$ cat config.mk
export PLATFORM = sky130hd
export DESIGN_NAME = qam_symbol_sched
export DESIGN_NICKNAME = d
export VERILOG_FILES = /design/src/rtl/qam_symbol_sched.sv
export SDC_FILE = /design/constraint.sdc
export NUM_CORES = 1
export LEC_CHECK = 0
export ABC_AREA = 1
export CORE_MARGIN = 2
export CORE_UTILIZATION = 54
export CTS_BUF_LIST = sky130_fd_sc_hd__clkbuf_4 sky130_fd_sc_hd__clkbuf_8 sky130_fd_sc_hd__clkbuf_16
export DETAILED_ROUTE_END_ITERATION = 10
export GPL_TIMING_DRIVEN = 0
export PLACE_DENSITY = 0.84
export SLEW_MARGIN = 5
export SYNTH_ARGS = -nofsm -noshare
export SYNTH_HDL_FRONTEND = slang
export SYNTH_SLANG_ARGS = --single-unit
$ cat constraint.sdc
create_clock -name clk -period 2.6 [get_ports clk]
set_input_delay 0.52 -clock clk [delete_from_list [all_inputs] [get_ports clk]]
set_output_delay 0.52 -clock clk [all_outputs]
set_load 0.05 [all_outputs]
$ cat src/rtl/qam_symbol_sched.sv
// rtl/qam_symbol_sched.sv - 4-QAM frame scheduler: PREAMBLE/PAYLOAD/GAP sequencing,
// carrier phase counter and upstream symbol handshake.
module qam_symbol_sched #(
  parameter int SPS     = 128,
  parameter int PRE_LEN = 8,
  parameter int PAY_LEN = 32,
  parameter int GAP_LEN = 16
) (
  input  logic       clk,
  input  logic       reset,
  input  logic       enable,
  input  logic [1:0] sym_in,
  input  logic       sym_valid,
  output logic       sym_ready,
  output logic [6:0] phase_addr,
  output logic [1:0] sym_out,
  output logic       carrier_on,
  output logic       sym_start,
  output logic       frame_start,
  output logic       busy,
  output logic [7:0] underrun_cnt
);

  localparam logic [1:0] S_IDLE = 2'd0;
  localparam logic [1:0] S_PRE  = 2'd1;
  localparam logic [1:0] S_PAY  = 2'd2;
  localparam logic [1:0] S_GAP  = 2'd3;

  localparam logic [6:0]  PH_LAST  = 7'(SPS - 1);
  localparam logic [15:0] PRE_LAST = 16'(PRE_LEN - 1);
  localparam logic [15:0] PAY_LAST = 16'(PAY_LEN - 1);
  localparam logic [15:0] GAP_LAST = 16'(GAP_LEN - 1);

  logic [1:0]  state;
  logic [1:0]  state_nx;
  logic [15:0] idx;
  logic [15:0] idx_nx;
  logic        boundary;
  logic        last_idx;

  assign boundary = (state != S_IDLE) && (phase_addr == PH_LAST);
  assign busy     = (state != S_IDLE);

  always_comb begin
    last_idx = 1'b0;
    case (state)
      S_PRE:   last_idx = (idx == PRE_LAST);
      S_PAY:   last_idx = (idx == PAY_LAST);
      S_GAP:   last_idx = (idx == GAP_LAST);
      default: last_idx = 1'b0;
    endcase
  end

  always_comb begin
    state_nx = state;
    idx_nx   = idx;
    if (boundary) begin
      if (last_idx) begin
        idx_nx = 16'd0;
        case (state)
          S_PRE:   state_nx = S_PAY;
          S_PAY:   state_nx = S_GAP;
          S_GAP:   state_nx = enable ? S_PRE : S_IDLE;
          default: state_nx = S_IDLE;
        endcase
      end else begin
        idx_nx = idx + 16'd1;
      end
    end
  end

  // Ready only on the boundary that opens a payload symbol; never looks at sym_valid.
  assign sym_ready = !reset && boundary && (state_nx == S_PAY);

  always_ff @(posedge clk) begin
    if (reset) begin
      state        <= S_IDLE;
      idx          <= 16'd0;
      phase_addr   <= 7'd0;
      sym_out      <= 2'b00;
      carrier_on   <= 1'b0;
      sym_start    <= 1'b0;
      frame_start  <= 1'b0;
      underrun_cnt <= 8'd0;
    end else begin
      sym_start   <= 1'b0;
      frame_start <= 1'b0;
      state       <= state_nx;
      idx         <= idx_nx;
      if (state == S_IDLE) begin
        phase_addr <= 7'd0;
        carrier_on <= 1'b0;
        sym_out    <= 2'b00;
        if (enable) begin
          state       <= S_PRE;
          idx         <= 16'd0;
          sym_start   <= 1'b1;
          frame_start <= 1'b1;
          carrier_on  <= 1'b1;
        end
      end else begin
        phase_addr <= boundary ? 7'd0 : phase_addr + 7'd1;
        if (boundary) begin
          case (state_nx)
            S_PRE: begin
              sym_start   <= 1'b1;
              frame_start <= (state == S_GAP);
              sym_out     <= {idx_nx[0], idx_nx[0]};
              carrier_on  <= 1'b1;
            end
            S_PAY: begin
              sym_start <= 1'b1;
              if (sym_valid) begin
                sym_out    <= sym_in;
                carrier_on <= 1'b1;
              end else begin
                // Missed slot is transmitted as silence; the frame keeps its length.
                sym_out    <= 2'b00;
                carrier_on <= 1'b0;
                if (underrun_cnt != 8'hff) underrun_cnt <= underrun_cnt + 8'd1;
              end
            end
            S_GAP: begin
              sym_start  <= 1'b1;
              sym_out    <= 2'b00;
              carrier_on <= 1'b0;
            end
            default: begin
              sym_out    <= 2'b00;
              carrier_on <= 1'b0;
            end
          endcase
        end
      end
    end
  end

endmodule

-- Word level (Yosys, flattened, before mapping)
Cells that the tools add are included.
- bits in registers: 38
- word-level logic and storage cells: 59
- bitwise logic cells: 2
- reduce and logical (&&, ||, !) cells: 11
- muxes and demuxes: 24
- add/sub/neg operators: 3
- equality and inequality tests: 11
- operator list (cell ; count):
    $mux 16 ; 4
    $add 16x1->16 const B ; 1
    $eq 16x3->1 const B ; 1
    $eq 16x4->1 const B ; 1
    $eq 16x5->1 const B ; 1
    $mux 1 ; 11
    $mux 2 ; 5
    $add 8x1->8 const B ; 1
    $eq 2x2->1 const B ; 4
    $ne 8x8->1 const B ; 1
    $add 7x1->7 const B ; 1
    $eq 7x7->1 const B ; 1
    $pmux 2 s3 ; 1
    $reduce_or 3->1 ; 2
    $reduce_and 5->1 ; 1
    $eq 2x1->1 const B ; 2
    $pmux 2 s2 ; 1
    $reduce_bool 2->1 ; 2
    $logic_and 1x1->1 ; 3
    $pmux 1 s3 ; 1
    $logic_not 2->1 ; 1
    $not 1->1 ; 2
    $pmux 1 s2 ; 1
    $reduce_or 2->1 ; 1
    $logic_not 1->1 ; 1

-- Longest topological paths before layout
- word-level depth: 9
- gate-level depth with buffers: 20
- gate-level depth less buffers: 20

-- Worst setup path before layout
Ideal clock, no wire load.
- kind: register to output
- start point: reg phase_addr[0]
- end point: out sym_ready
- cell stages (with the launch flop): 10
- data required time: 2080 ps
- buffers on the path: 0
- setup slack: -659 ps
- data arrival time: 2739 ps
- cells stage by stage: dfxtp_1 > ha_1 > nand2_1 > nor2_4 > nand2_2 > nor2_8 > nand4_1 > nand2_1 > inv_1 > nor3_1
- longest elaborated chain between the ends: 5
- elaborated cells between the ends (all ways): 6
- classes of those cells: eq/ne (2); mux (1); reduce/logical (3)
- RTL lines (what ; RTL line ; text):
    start: declaration ; 15 ; output logic [6:0] phase_addr,
    start signal: assignment ; 102 ; phase_addr <= boundary ? 7'd0 : phase_addr + 7'd1;
    $eq 7x7->1 * ; 41 ; assign boundary = (state != S_IDLE) && (phase_addr == PH_LAST);
    $logic_and 1x1->1 * ; 41 ;
    $mux 2 ; 57 ; if (boundary) begin
    $eq 2x2->1 ; 73 ; assign sym_ready = !reset && boundary && (state_nx == S_PAY);
    $logic_and 1x1->1 * ; 73 ;
    end: declaration ; 14 ; output logic sym_ready,
Every way passes the cells marked *; elsewhere a longest branch is shown, timed or not.

-- Worst setup path after layout
Same ends and word-level chain as after synthesis.

==> results summary <==
Clock tree synthesis selected as its root buffer the cell clkbuf_8. The leading cell type in the layout, fill and taps excluded is nand2_1. Global routing used 22.5% of the available tracks. The level count of the clock H-tree came out at 2. The maximum root-to-sink buffer count is 2.

The total CTS buffers came out at 5. The number of synthesized register bits came out at 38. The initial detailed-routing violation count is 118. The shortest clock period the worst path allows after layout is 2.54 ns.

The critical path is of the flop to output port type. The overflow left after global routing is 0. The count of TritonRoute iterations in the first routing pass came out at 4. The area of the mapped netlist came out at 2080 sq um. Cells with a size suffix above 1 make up 16.2% of the layout. The die area came out at 4360 sq um. Setup repair after global routing could not meet its margin everywhere. The post-layout net count came out at 354. The number of pins with negative max-slew slack in the final report is 0. Walking the worst path, the cells encountered are ha_4 > nand2_2 > nor2_4 > nand2_4 > nor2_8 > nand4_1 > nand2_2 > nand2_4 > nor3_4 > buf_6.

The worst setup path is launched from a flop. The post-layout instance area is 2610 sq um. The number of placed I/O pins is 28. The slew at the pin with the worst max-slew slack came out at 0.514 ns.

For this run, design rule violations remaining after detail routing come to 0. The total power per unit cell area is 412 nW/um^2. The maximum number of pins on one net before global-route repair is 12.

The average wire per standard cell came out at 12.0 microns. The number of maximum-capacitance violations came out at 0. The sequential element share of the synthesized area is 36.6%. The worst setup path is captured at an output port.

The highest net fanout along the worst path came out at 7. The worst reg2reg path endpoint is underrun_cnt[2]. The average via count per standard cell came out at 5.17. The reported leakage power is 1.07 nW. After technology mapping, the gate count stands at 302. The combined flip-flop and latch cell area came out at 779 sq um.

The HPWL reported at the end of detailed placement came out at 3.27 mm. The first global-routing pass estimated 7.51 mm of wire. The run finished with clean final reports. The tightest min-delay check is of the flop to flop type. The synthesized net count came out at 317. The start point of the critical path is phase_addr[0].

The via count of the first global-routing pass came out at 1756. The number of inserted diodes came out at 0. The unique cell type count in the Yosys netlist came out at 30. The total placed instance area is 2430 sq um. The floorplan die height came out at 66.0 microns. The footprint of the multi-input gates is 1180 sq um. The path depth of the worst reg2reg path came out at 20. The setup check on the worst reg-to-reg path leaves a slack of 0.16 ns.

The library cells used most frequently in the layout, excluding fill and tap cells, are nand2_1 (52), nor2_1 (45), inv_1 (40). The arrival time of the worst setup path is 2.02 ns. Counting the fill cells in the layout gives 305. The via count of the routed design came out at 2007. The number of antenna violations at the first check in global routing was 0. The launch point of the worst reg-to-reg path is state[0].

The routability-driven placement congestion ratio came out at 0.851. Data on the critical path is required at its endpoint by 2.08 ns. The final setup violation count is 0. The quantity of I/O buffers inserted on ports came out at 26. The area added between synthesis and finish came out at 25.5%. The count of nets left with antenna violations after detail routing is 0. The timing-limited maximum frequency is 0.393 GHz. The headroom to the max-slew limit came out at 65.6%. The worst clock skew on the final layout is 0.0119 ns. The worst path uses 97.8% of the clock period. The count of final hold-check violations came out at 0. The count of standard-cell rows came out at 22. The maximum single-stage delay on the critical path came out at 0.38 ns.

The final-layout setup total negative slack is 0 ns. The total area inside the core boundary comes to 3690 sq um. The total detailed-routing wirelength came out at 4.67 mm.

The horizontal die dimension is 66.0 microns. The highest ir drop seen on vdd is 0.000298 V. The clock transition at the registers of the reported paths came out at 0.08 ns. TritonCTS built the clock tree. The critical path ends at sym_ready. The number of warnings reported in the yosys synthesis log is 0. Counting every sink on the clock net gives 38. The initial utilization of the core area, before any placement, comes to 56.3%. The clock network latency to the later pin of the worst-skew pair is 0.30 ns. The slowest library cell on the worst path is dfxtp_4. The post-synthesis average cell area came out at 6.88 sq um.
==> cells by family (layout without fill, tap and decap cells) <==
logic type | Yosys count | count (layout) | synth area share, %
adder cells (fa/ha/maj) | 9 | 9 | 5.42
buffers and inverters | 52 | 90 | 9.69
XOR/XNOR | 5 | 5 | 2.11
AND/OR/NAND/NOR | 155 | 155 | 35.3
flip-flops | 38 | 38 | 36.6
AO/OA/AOI/OAI | 43 | 43 | 10.9
==> power breakdown <==
group	internal [mW]	total [mW]	switching, mW
Combinational	0.0337	0.0957	0.0620
Clock	0.179	0.388	0.209
Sequential	0.585	0.590	0.00491
==> critical path: cells and delay by family (launching register included) <==
family	cells	cell delay, ns
DFF	1	0.38
buffers and inverters	1	0.18
and+or+nand+nor	8	1.03
adders and majority gates	1	0.14
==> registers in the layout, indices dropped and copies added (netlist names) <==
signal        flops
carrier_on        1
frame_start       1
idx              16
phase_addr        7
state             2
sym_out           2
sym_start         1
underrun_cnt      8
==> how the worst min path moves through the flow <==
stage	from	endpoint	slack (ns)	cells past startpoint
4_1_cts	phase_addr[0]	phase_addr[0]	0.44	1
6_report	phase_addr[0]	phase_addr[0]	0.45	1
3_5_place_dp	phase_addr[0]	phase_addr[0]	0.42	1
5_1_grt	phase_addr[0]	phase_addr[0]	0.48	1
2_1_floorplan	idx[14]	idx[14]	0.45	2
3_3_place_gp	phase_addr[0]	phase_addr[0]	0.42	1
==> layout make-up <==
type	instances	area share, %
multi-input combinational	212	45.4
sequential	38	29.9
timing repair buffer	31	11.5
inverter	48	7.10
clock buffer	5	2.64
tap	48	2.30
buffer	3	0.767
clock inverter	3	0.432
==> what timing repair did <==
action | 4_1_cts | 5_1_grt
buffers inserted | 1 | 4
hold buffers | 0 | 0
endpoints found under the setup margin | 8 | 9
pin swaps | 1 | 12
gates resized for setup | 15 | 14
==> layer usage <==
| layer | GRT usage, % | vias to the layer above | share of wire (%) |
|---|---|---|---|
| met1 | 29.6 | 912 | 47 |
| met5 | 0 | - | 0 |
| met2 | 35.4 | 41 | 47 |
| met3 | 5.45 | 6 | 4.5 |
| met4 | 9.18 | 0 | 1.6 |
| li1 | - | 1048 | - |
==> Yosys cell counts <==
cell type  instances  area (sq um)
a211oi_1           2          15.0
a21oi_1           24           120
a31oi_1            2          12.5
buf_2              2          10.0
buf_4              1          7.51
clkbuf_1           1          3.75
dfxtp_1           38           761
ha_1               9           113
inv_1             43           161
inv_2              5          18.8
nand2_1           57           214
nand2_2            3          18.8
nand3_1           21           105
nand3_2            2          20.0
nand4_1            8          50.1
nor2_1            46           173
nor2_2             2          12.5
nor2_4             4          45.0
nor2_8             1          20.0
nor3_1             4          20.0
nor3_2             2          20.0
nor3b_1            3          22.5
nor4_1             1          6.26
o21ai_0           11          55.1
o21ai_1            2          10.0
o22ai_1            1          6.26
o31ai_1            1          7.51
or3_1              1          6.26
xnor2_1            3          26.3
xor2_1             2          17.5
==> stage by stage <==
stage	total power, mW	hold slack (ns)	std cells	setup WS (ns)	utilization (%)
2_1_floorplan	0.661	0.445	302	0.0280	-
3_3_place_gp	0.688	0.417	376	-0.534	65.8
3_5_place_dp	0.689	0.425	376	-0.574	65.8
4_1_cts	1.07	0.436	384	0.0316	68.8
5_1_grt	1.11	0.475	388	-0.0672	70.7
6_report	1.07	0.454	388	0.0576	70.7
(Power assumes the default switching activity.)
